### src/rtl/fc_stream_pkg.sv
// fc_stream_pkg
// Shared types and helpers for the streaming fully-connected layer:
//   state_t   - controller states (LOAD / RUN / OUT)
//   idx_w()   - index width for an N-entry space, never less than 1 bit
//   saturate()- clamp a sign-extended, already-shifted accumulator value to
//               a data_w-bit signed range (caller truncates to data_w bits)
package fc_stream_pkg;

  typedef enum logic [1:0] {
    ST_LOAD = 2'd0,
    ST_RUN  = 2'd1,
    ST_OUT  = 2'd2
  } state_t;

  function automatic int idx_w(input int n);
    return ($clog2(n) < 1) ? 1 : $clog2(n);
  endfunction

  // Operates on a 128-bit sign-extended value so one function serves any
  // ACC_W / DATA_W combination up to those limits.
  function automatic logic signed [63:0] saturate(input logic signed [127:0] v,
                                                  input int data_w);
    logic signed [127:0] hi;
    logic signed [127:0] lo;
    hi = (128'sd1 <<< (data_w - 1)) - 128'sd1;
    lo = -(128'sd1 <<< (data_w - 1));
    if (v > hi)      return hi[63:0];
    else if (v < lo) return lo[63:0];
    else             return v[63:0];
  endfunction

endpackage

### src/rtl/fc_mac_lane.sv
// fc_mac_lane
// One output class: weight register file, bias, accumulator and the
// shift/saturate/ReLU score stage.
// Ports:
//   clk, reset          clock, synchronous active-high reset
//   i_w_we/i_w_addr/i_w_data  weight register file write
//   i_b_we/i_b_data     bias write (also presets the accumulator)
//   i_acc_init          reload accumulator from the stored bias
//   i_acc_en/i_x/i_idx  accumulate i_x * W[i_idx]
//   i_capture/i_relu_en register the score of the post-accumulate value
//   o_score_nxt         score as it would be captured this cycle
//   o_score             registered score
module fc_mac_lane
  import fc_stream_pkg::*;
#(
  parameter int N_IN   = 16,
  parameter int DATA_W = 16,
  parameter int FRAC_W = 8,
  parameter int ACC_W  = 40
) (
  input  logic                        clk,
  input  logic                        reset,
  input  logic                        i_w_we,
  input  logic [idx_w(N_IN)-1:0]      i_w_addr,
  input  logic signed [DATA_W-1:0]    i_w_data,
  input  logic                        i_b_we,
  input  logic signed [DATA_W-1:0]    i_b_data,
  input  logic                        i_acc_init,
  input  logic                        i_acc_en,
  input  logic signed [DATA_W-1:0]    i_x,
  input  logic [idx_w(N_IN)-1:0]      i_idx,
  input  logic                        i_capture,
  input  logic                        i_relu_en,
  output logic signed [DATA_W-1:0]    o_score_nxt,
  output logic signed [DATA_W-1:0]    o_score
);

  logic signed [DATA_W-1:0]   r_w [N_IN];
  logic signed [DATA_W-1:0]   r_bias;
  logic signed [ACC_W-1:0]    r_acc;
  logic signed [2*DATA_W-1:0] w_prod;
  logic signed [ACC_W-1:0]    w_acc_nxt;
  logic signed [ACC_W-1:0]    w_shift;
  logic signed [DATA_W-1:0]   w_sat;

  assign w_prod    = i_x * r_w[i_idx];
  assign w_acc_nxt = r_acc + ACC_W'(w_prod);
  // Score is taken from the value that includes the feature being accepted,
  // so it is ready in the first OUT cycle.
  assign w_shift   = w_acc_nxt >>> FRAC_W;
  assign w_sat     = DATA_W'(saturate(128'(w_shift), DATA_W));
  assign o_score_nxt = (i_relu_en && (w_sat < 0)) ? '0 : w_sat;

  always_ff @(posedge clk) begin
    if (reset) begin
      for (int k = 0; k < N_IN; k++) r_w[k] <= '0;
      r_bias  <= '0;
      r_acc   <= '0;
      o_score <= '0;
    end else begin
      if (i_w_we) r_w[i_w_addr] <= i_w_data;
      if (i_b_we) begin
        r_bias <= i_b_data;
        r_acc  <= ACC_W'(i_b_data) <<< FRAC_W;
      end else if (i_acc_init) begin
        r_acc  <= ACC_W'(r_bias) <<< FRAC_W;
      end else if (i_acc_en) begin
        r_acc  <= w_acc_nxt;
      end
      if (i_capture) o_score <= o_score_nxt;
    end
  end

endmodule

### src/rtl/fc_stream_layer.sv
// fc_stream_layer
// Streaming fully-connected layer: serial weight/bias load, one feature per
// cycle into N_OUT MAC lanes, saturated scores plus argmax behind a
// ready/valid output.
// Ports:
//   clk, reset                       clock, synchronous active-high reset
//   w_valid/w_ready/w_data/w_reload  weight rows then bias row; reload request
//   weights_loaded                   full weight set held
//   relu_en                          clamp negative scores (sampled at capture)
//   in_valid/in_ready/in_data        feature stream
//   out_valid/out_ready              score handshake
//   class_out/class_idx              scores and lowest-index argmax
//
// state   | meaning
// LOAD    | accepting weight rows 0..N_IN-1, then the bias row
// RUN     | accepting features into the accumulators
// OUT     | scores valid, waiting for out_ready
module fc_stream_layer
  import fc_stream_pkg::*;
#(
  parameter int N_IN   = 16,
  parameter int N_OUT  = 2,
  parameter int DATA_W = 16,
  parameter int FRAC_W = 8,
  parameter int ACC_W  = 40
) (
  input  logic                         clk,
  input  logic                         reset,
  input  logic                         w_valid,
  output logic                         w_ready,
  input  logic [N_OUT*DATA_W-1:0]      w_data,
  input  logic                         w_reload,
  output logic                         weights_loaded,
  input  logic                         relu_en,
  input  logic                         in_valid,
  output logic                         in_ready,
  input  logic [DATA_W-1:0]            in_data,
  output logic                         out_valid,
  input  logic                         out_ready,
  output logic [N_OUT*DATA_W-1:0]      class_out,
  output logic [idx_w(N_OUT)-1:0]      class_idx
);

  localparam int IW  = idx_w(N_IN);
  localparam int WCW = idx_w(N_IN + 1);
  localparam int CIW = idx_w(N_OUT);

  state_t           r_state;
  logic [WCW-1:0]   r_wcnt;
  logic [IW-1:0]    r_idx;
  logic             r_in_ready;

  logic             w_reload_hit;
  logic             w_w_beat;
  logic             w_row_we;
  logic             w_bias_we;
  logic             w_acc_en;
  logic             w_last;
  logic             w_acc_init;
  logic signed [DATA_W-1:0] w_score_nxt [N_OUT];
  logic signed [DATA_W-1:0] w_best_val;
  logic [CIW-1:0]   w_best_idx;

  // A reload at idx 0 takes the cycle, so no feature is handshaken with it.
  assign w_reload_hit = (r_state == ST_RUN) && w_reload && (r_idx == '0);
  assign in_ready     = r_in_ready && !w_reload_hit;

  assign w_w_beat   = (r_state == ST_LOAD) && w_valid;
  assign w_bias_we  = w_w_beat && (r_wcnt == WCW'(N_IN));
  assign w_row_we   = w_w_beat && !w_bias_we;
  assign w_acc_en   = (r_state == ST_RUN) && in_valid && in_ready;
  assign w_last     = w_acc_en && (r_idx == IW'(N_IN - 1));
  assign w_acc_init = (r_state == ST_OUT) && out_ready;

  for (genvar j = 0; j < N_OUT; j++) begin : g_lane
    fc_mac_lane #(
      .N_IN   (N_IN),
      .DATA_W (DATA_W),
      .FRAC_W (FRAC_W),
      .ACC_W  (ACC_W)
    ) u_lane (
      .clk         (clk),
      .reset       (reset),
      .i_w_we      (w_row_we),
      .i_w_addr    (r_wcnt[IW-1:0]),
      .i_w_data    (w_data[j*DATA_W +: DATA_W]),
      .i_b_we      (w_bias_we),
      .i_b_data    (w_data[j*DATA_W +: DATA_W]),
      .i_acc_init  (w_acc_init),
      .i_acc_en    (w_acc_en),
      .i_x         (in_data),
      .i_idx       (r_idx),
      .i_capture   (w_last),
      .i_relu_en   (relu_en),
      .o_score_nxt (w_score_nxt[j]),
      .o_score     (class_out[j*DATA_W +: DATA_W])
    );
  end

  // Strict '>' keeps the lowest lane on ties.
  always_comb begin
    w_best_val = w_score_nxt[0];
    w_best_idx = '0;
    for (int j = 1; j < N_OUT; j++) begin
      if (w_score_nxt[j] > w_best_val) begin
        w_best_val = w_score_nxt[j];
        w_best_idx = CIW'(j);
      end
    end
  end

  always_ff @(posedge clk) begin
    if (reset) begin
      r_state        <= ST_LOAD;
      r_wcnt         <= '0;
      r_idx          <= '0;
      r_in_ready     <= 1'b0;
      w_ready        <= 1'b1;
      out_valid      <= 1'b0;
      weights_loaded <= 1'b0;
      class_idx      <= '0;
    end else begin
      case (r_state)
        ST_LOAD: begin
          if (w_valid) begin
            if (r_wcnt == WCW'(N_IN)) begin
              r_wcnt         <= '0;
              r_idx          <= '0;
              r_state        <= ST_RUN;
              w_ready        <= 1'b0;
              r_in_ready     <= 1'b1;
              weights_loaded <= 1'b1;
            end else begin
              r_wcnt <= r_wcnt + 1'b1;
            end
          end
        end
        ST_RUN: begin
          if (w_reload_hit) begin
            r_state        <= ST_LOAD;
            r_wcnt         <= '0;
            w_ready        <= 1'b1;
            r_in_ready     <= 1'b0;
            weights_loaded <= 1'b0;
          end else if (w_acc_en) begin
            if (w_last) begin
              r_idx      <= '0;
              r_state    <= ST_OUT;
              r_in_ready <= 1'b0;
              out_valid  <= 1'b1;
              class_idx  <= w_best_idx;
            end else begin
              r_idx <= r_idx + 1'b1;
            end
          end
        end
        ST_OUT: begin
          if (out_ready) begin
            r_state    <= ST_RUN;
            r_in_ready <= 1'b1;
            out_valid  <= 1'b0;
          end
        end
        default: r_state <= ST_LOAD;
      endcase
    end
  end

endmodule
### config.mk
export PLATFORM = sky130hd
export DESIGN_NAME = fc_stream_layer
export DESIGN_NICKNAME = d
export VERILOG_FILES = /design/src/rtl/fc_stream_pkg.sv /design/src/rtl/fc_mac_lane.sv /design/src/rtl/fc_stream_layer.sv
export SDC_FILE = /design/constraint.sdc
export NUM_CORES = 2
export LEC_CHECK = 0
export CAP_MARGIN = 20
export CORE_AREA = 5 5 412 414
export DETAILED_ROUTE_END_ITERATION = 6
export DIE_AREA = 0 0 417 419
export GPL_ROUTABILITY_DRIVEN = 0
export SLEW_MARGIN = 20
export SYNTH_ARGS = -nofsm -noshare
export SYNTH_HDL_FRONTEND = slang
export SYNTH_SLANG_ARGS = --single-unit
export TNS_END_PERCENT = 100
### constraint.sdc
create_clock -name clk -period 26.6 [get_ports clk]
set_clock_uncertainty 0.2 [all_clocks]
set_input_delay 5.32 -clock clk [delete_from_list [all_inputs] [get_ports clk]]
set_output_delay 5.32 -clock clk [all_outputs]
set_load 0.01 [all_outputs]
# == After elaboration in Yosys (flattened, before gate mapping) ==
# Memories as Yosys holds them, arrays and structs flattened. A register that Yosys moved wholly into a read port is not among the register bits.
# Index checks and enable logic that the tools add are counted.
# word_totals
regBits,160
latch_bits,0
ram_bits,512
romBits,0
input_bits,55
out_inout_bits,37
elab_cells,138
memories,2
# classes
add_sub_neg,4
n_mul,2
div_mod_pow,0
magnitude_cmp,7
n_eq_ne,13
n_shift,0
muxes,63
bitwise_logic,1
reduce_logical,30
# mem_list
name,depth,width,rd,rd_ports_with_merged_regs,write_ports,line,text
g_lane[0].u_lane.r_w,16,16,1,1,16,fc_mac_lane.sv:38,logic signed [DATA_W-1:0] r_w [N_IN];
g_lane[1].u_lane.r_w,16,16,1,1,16,fc_mac_lane.sv:38,
# op_table
op,count
40-bit two-way mux,6
16-bit two-way mux,8
40-bit by 32-bit adder with 40-bit output,2
32-bit by 16-bit greater-than comparator with 1-bit output (second input constant),2
32-bit by 16-bit < comparator with 1-bit output (second input constant),2
16-bit by 16-bit multiplier with 32-bit output,2
4-bit two-way mux,11
16-bit by 1-bit < comparator with 1-bit output (second input constant),2
16-bit OR reduction,2
1-bit two-way mux,22
16-bit greater-than comparator,1
5-bit two-way mux,3
5-bit AND reduction,3
1-bit logical AND,12
2-bit two-way mux,6
2-bit inequality test (second input constant),5
5-bit one-hot mux with 2 select lines,1
4-bit one-hot mux with 2 select lines,1
4-bit AND reduction,2
1-bit one-hot mux with 2 select lines,3
2-bit one-hot mux with 3 select lines,1
6-bit AND reduction,1
3-bit nonzero test,2
5-bit by 1-bit adder with 5-bit output (second input constant),1
16 further kinds,19

# == Depth between registers and ports, before layout ==
# depth
depth_word,13
depth_mapped,45
depth_no_buf,39

# == Cells and area by module ==
# From an unflattened synthesis, not the netlist that was laid out.
# unflattened
cells_unflattened,5194
hier_area_um2,56623.1
# modules_own_cells
module,n_inst,cells_each,area_each_um2,seq_area_each_um2
fc_mac_lane (g_lane[0].u_lane),1,2546,27702.8,9128.8
fc_mac_lane (g_lane[1].u_lane),1,2487,27610.2,9128.8
fc_stream_layer,1,161,1310.0,320.3

# == Least setup slack after synthesis ==
# Ideal clock, no wire load.
# synth_timing
path_type,input-to-reg
start,input port in_data[15]
end,register class_idx
setup_time_ns,0.132
arrival_ns,13.637
t_required_ns,26.268
slack_ns,12.630
path_stages,37
n_path_buf,5
path_cell_list,clkbuf_1 clkbuf_1 nand2_1 fa_1 inv_1 fa_1 inv_1 fa_1 fa_1 inv_1 fa_1 inv_1 fa_1 inv_1 ha_1 clkbuf_2 nand4_1 or3_1 a211oi_1 nor3_1 xnor2_1 o21ai_0 or3b_1 or4_1 buf_2 buf_6 o22ai_1 ha_1 nor2b_1 o21a_1 o21a_1 o21ai_0 a211oi_1 o31ai_1 nand3_1 nand3_1 a21oi_1
# synth_between
elab_chain_len,10
elab_cells_between_ends,20
cone_classes,2 x add/sub; 2 x mul; 7 x order compare; 7 x mux; 2 x reduce/logical
# synth_rtl
element,line,text
"start, declared",fc_stream_layer.sv:37,"input logic [DATA_W-1:0] in_data,"
16-bit by 16-bit multiplier with 32-bit output *,fc_mac_lane.sv:46,assign w_prod = i_x * r_w[i_idx];
40-bit by 32-bit adder with 40-bit output *,fc_mac_lane.sv:47,assign w_acc_nxt = r_acc + ACC_W'(w_prod);
32-bit by 16-bit < comparator with 1-bit output,fc_stream_pkg.sv:28,else if (v < lo) return lo[63:0];
16-bit two-way mux,fc_stream_pkg.sv:28,
16-bit two-way mux *,fc_stream_pkg.sv:27,if (v > hi) return hi[63:0];
16-bit by 1-bit < comparator with 1-bit output,fc_mac_lane.sv:52,assign o_score_nxt = (i_relu_en && (w_sat < 0)) ? '0 : w_sat;
1-bit logical AND,fc_mac_lane.sv:52,
16-bit two-way mux *,fc_mac_lane.sv:52,
named net g_lane[1].u_lane.o_score_nxt[1],fc_mac_lane.sv:34,"output logic signed [DATA_W-1:0] o_score_nxt,"
16-bit greater-than comparator *,fc_stream_layer.sv:105,if (w_score_nxt[j] > w_best_val) begin
1-bit two-way mux *,fc_stream_layer.sv:105,
"end signal, assigned",fc_stream_layer.sv:151,class_idx <= w_best_idx;
"end, declared",fc_stream_layer.sv:41,output logic [idx_w(N_OUT)-1:0] class_idx
# The timed path passes the listed nets; every way through them passes the cells marked *.
# A chain may end at the register's enable or synchronous reset.

# == Final worst setup path ==
# layout_timing
start,input port in_data[15]
end,register class_idx
# layout_between
elab_chain_len,10
elab_cells_between_ends,20
cone_classes,2 x add/sub; 2 x mul; 7 x order compare; 7 x mux; 2 x reduce/logical
# layout_rtl
element,line
16-bit by 16-bit multiplier with 32-bit output,fc_mac_lane.sv:46
40-bit by 32-bit adder with 40-bit output,fc_mac_lane.sv:47
32-bit by 16-bit < comparator with 1-bit output,fc_stream_pkg.sv:28
16-bit two-way mux,fc_stream_pkg.sv:28
16-bit two-way mux,fc_stream_pkg.sv:27
16-bit by 1-bit < comparator with 1-bit output,fc_mac_lane.sv:52
1-bit logical AND,fc_mac_lane.sv:52
16-bit two-way mux,fc_mac_lane.sv:52
16-bit greater-than comparator *,fc_stream_layer.sv:105
1-bit two-way mux *,fc_stream_layer.sv:105
# Mark *: on every way between the ends. The rest lies on a longest branch, timed or not.

==> summary.txt <==
Status -> finished clean
Hold_buf cts -> 0
FP Rows -> 150
CTS buffer count -> 78
Drt total wl -> 163 mm
DRT Pass-1 Iters -> 6
Post-Synthesis Cells -> 5148
Clock Latency Late Sink -> 0.71 ns
Slew Limit Headroom -> 30.5%
Highest clock rate -> 0.0650 GHz
Arr. time, crit path -> 15.71 ns
Post-synth cell types -> 89
Minimum clock period -> 15.39 ns
Register clock-pin slew on the reported worst setup and hold paths -> 0.06 ns
Vias in the first global route -> 40900
IO buf count -> 91
Final Max Tran Viols -> 0
CP Buf/Inv Count -> 7
Critical path peak fanout -> 33
Core area -> 166000 sq um
Slew @ Worst Pin -> 1.04 ns
Clk sinks -> 676
Final setup violation count -> 0
Worst min path class -> flop to flop
CTS root buf -> clkbuf_16
Largest net degree at the start of global routing -> 108
Routed wire per std cell -> 22.2 microns
Top post-synthesis cells by area -> edfxtp_1 27%, fa_1 24%, mux4_2 6.4%, dfxtp_1 5.9%, and3_1 5.8%
Synth Cell Area -> 56000 sq um
Total GRT Usage -> 18.6%
Crit start category -> input pin
Yosys warning count -> 0
Synth Area in Compound Gates -> 6.48%
Yosys top cell by area -> edfxtp_1
Antenna violations before repair -> 14
Max Buffers Root-to-Sink -> 3
Vias -> 38600
Post-CTS setup buffer count -> 0
CP max-delay cell -> nor4_4
RSZ-0062 raised after global routing -> no
Post-synth top area share -> 27.5%
Post-synthesis adder-cell area fraction -> 29.2%
First-pass GRT wire length -> 251 mm
Mux share of post-synthesis cell area -> 6.54%
Hold Crit Depth -> 2
Main combinational cell family by area after synthesis -> adder cells
IO Pins -> 92
CTS H-Tree Depth -> 3
CTS tree -> built
Simple-Gate Fraction of Synth Area -> 15.5%
GR Overflow Total -> 0
DRC Markers -> 0
Final Cycle Share -> 57.8%
Cell depth of the worst setup path -> 35
Syn_nets -> 6115
Vias per inst -> 5.27
#FFs+latches synth -> 676
Req. time, crit path -> 26.92 ns
Element type at the critical path end -> flop
Most common cell on crit path -> fa_1
Post-cts resize count -> 0
Max incr delay on CP -> 0.74 ns
Die W -> 417 microns
XOR/XNOR Fraction of Synth Area -> 1.20%
FFs w/ async S/R, synth -> 0%
Synthesized area per cell -> 10.9 sq um
Max_cap viols -> 0
Main synth FF type -> edfxtp_1
Final HPWL DP -> 111 mm
EDFF count, synth -> 512
Crit Path Category -> input pin to flop
Reg2Reg Depth -> 37
DIE AREA -> 175000 sq um
Area growth syn-to-layout -> 10.2%
Initial Utilization -> 33.8%
Hold Fails Final Rpt -> 0
Chip height -> 419 microns
Fraction of final layout cells sized beyond drive strength 1 -> 8.20%
CP top delay family -> adder cells
Total Nets Final -> 6013
ANT nets after route -> 0
Sequential area share after synthesis -> 33.3%
Sum Neg Setup Slack -> 0 ns
Initial DRC count -> 3231
registers in the layout, summed over array words and instances (netlist names), named ones only:
register               count
class_idx                  1
r_state                    2
out_valid                  1
r_idx                      4
r_in_ready                 1
g_lane.u_lane.r_acc       80
g_lane.u_lane.r_bias      32
g_lane.u_lane.o_score     32
w_ready                    1
r_wcnt                     5
g_lane.u_lane.r_w        512
weights_loaded             1
per-layer routing:
layer	share of wire, %	GRT usage (%)
met1	42	24.6
met4	3.1	5.64
met3	6.2	2.71
met2	49	31.9
met5	0.035	0
cell type report:
cell class / count / area, sq um
fillers: 16100 / 104000
multi-input cells: 3324 / 33100
flip-flops and latches: 676 / 18700
inverters: 790 / 2970
well taps: 2204 / 2760
clock buffers: 101 / 2070
repair buffers: 176 / 1550
clock inverters: 42 / 547
diodes: 7 / 17.5
cell usage in the layout (no fill, tap or decap), types with 9 or more instances in the layout:
cell type,n
nand3_1,41
ha_1,248
and2_1,309
and3_1,518
nand2_1,402
or2_2,9
a31oi_1,9
nor3_1,42
clkbuf_1,20
mux4_2,158
nand2b_1,22
a21o_1,23
dfxtp_1,160
buf_4,85
o211ai_1,30
o21bai_1,10
a21o_2,12
fa_1,660
o21ai_0,74
nor4_1,9
inv_1,790
clkdlybuf4s50_1,90
o22ai_1,17
a222oi_1,9
nor2_1,156
a221oi_1,17
or3_1,20
a211oi_1,23
o32ai_1,15
nand4_1,25
nor3b_1,9
xor2_1,23
clkinv_1,15
o21a_1,25
edfxtp_1,512
a21oi_1,214
a21boi_0,9
clkbuf_16,78
xnor2_1,53
worst reg2reg max path, delay by kind of cell (launching register included):
family,cells,cell delay [ns]
multiplexers,2,1.37
buffers and inverters,7,2.50
flip-flops,1,0.62
AND/OR/NAND/NOR,7,2.40
adder cells (fa/ha/maj),8,3.75
AO/OA/AOI/OAI,13,3.11
through the flow:
step	setup WS [ns]	hold WS (ns)	utilization [%]	cells	cell area (sq um)
final	11.21	0.253	37.2	7320	61700
after global routing	10.64	0.266	37.2	7313	61700
after CTS	11.31	0.253	37.2	7312	61700
after detailed placement	10.61	0.247	35.6	7169	59000
after global placement	10.71	0.239	35.6	7169	59000
after floorplan	12.63	0.234	-	5148	56000
worst paths after layout:
kind,startpoint,end,slack [ns]
worst max-delay path,in_data[15],class_idx,11.21
worst min-delay path,g_lane[0].u_lane.r_bias[6],g_lane[0].u_lane.r_bias[6],0.25
worst max register to register,flop,class_idx,12.50
worst min register to register,g_lane[0].u_lane.r_bias[6],g_lane[0].u_lane.r_bias[6],0.25
synth_stat cells, types with 9 or more instances:
cell type  instances
o32ai_1           15
a211oi_1          23
buf_1             28
inv_1            790
nand2_1          407
and3_1           519
nor4_1            10
o211ai_1          30
clkbuf_1         311
nor2_1           157
xor2_1            23
or3_1             20
ha_1             252
a21oi_1          214
buf_2             13
edfxtp_1         512
a222oi_1           9
o21bai_1          10
nand4_1           25
a21boi_0           9
o22ai_1           17
xnor2_1           54
mux4_2           158
a221oi_1          17
nand3_1           41
or2_2              9
nor3_1            42
nand2b_1          22
nor3b_1           11
dfxtp_1          164
a21o_1            35
fa_1             660
and2_1           310
o21ai_0           74
a31oi_1            9
o21a_1            25
cells by family (layout without fill, tap and decap cells):
family / count (synthesis) / in the layout
AND/OR/NAND/NOR: 1610 / 1610
buffers and inverters: 1148 / 1109
adder cells (fa/ha/maj): 912 / 912
flip-flops: 676 / 676
AO/OA/AOI/OAI: 557 / 557
multiplexers: 168 / 168
XOR/XNOR: 77 / 77
other: 0 / 7
Power is not shown: default switching activity piles up to over one toggle a cycle in this logic, so the estimate is an artifact.
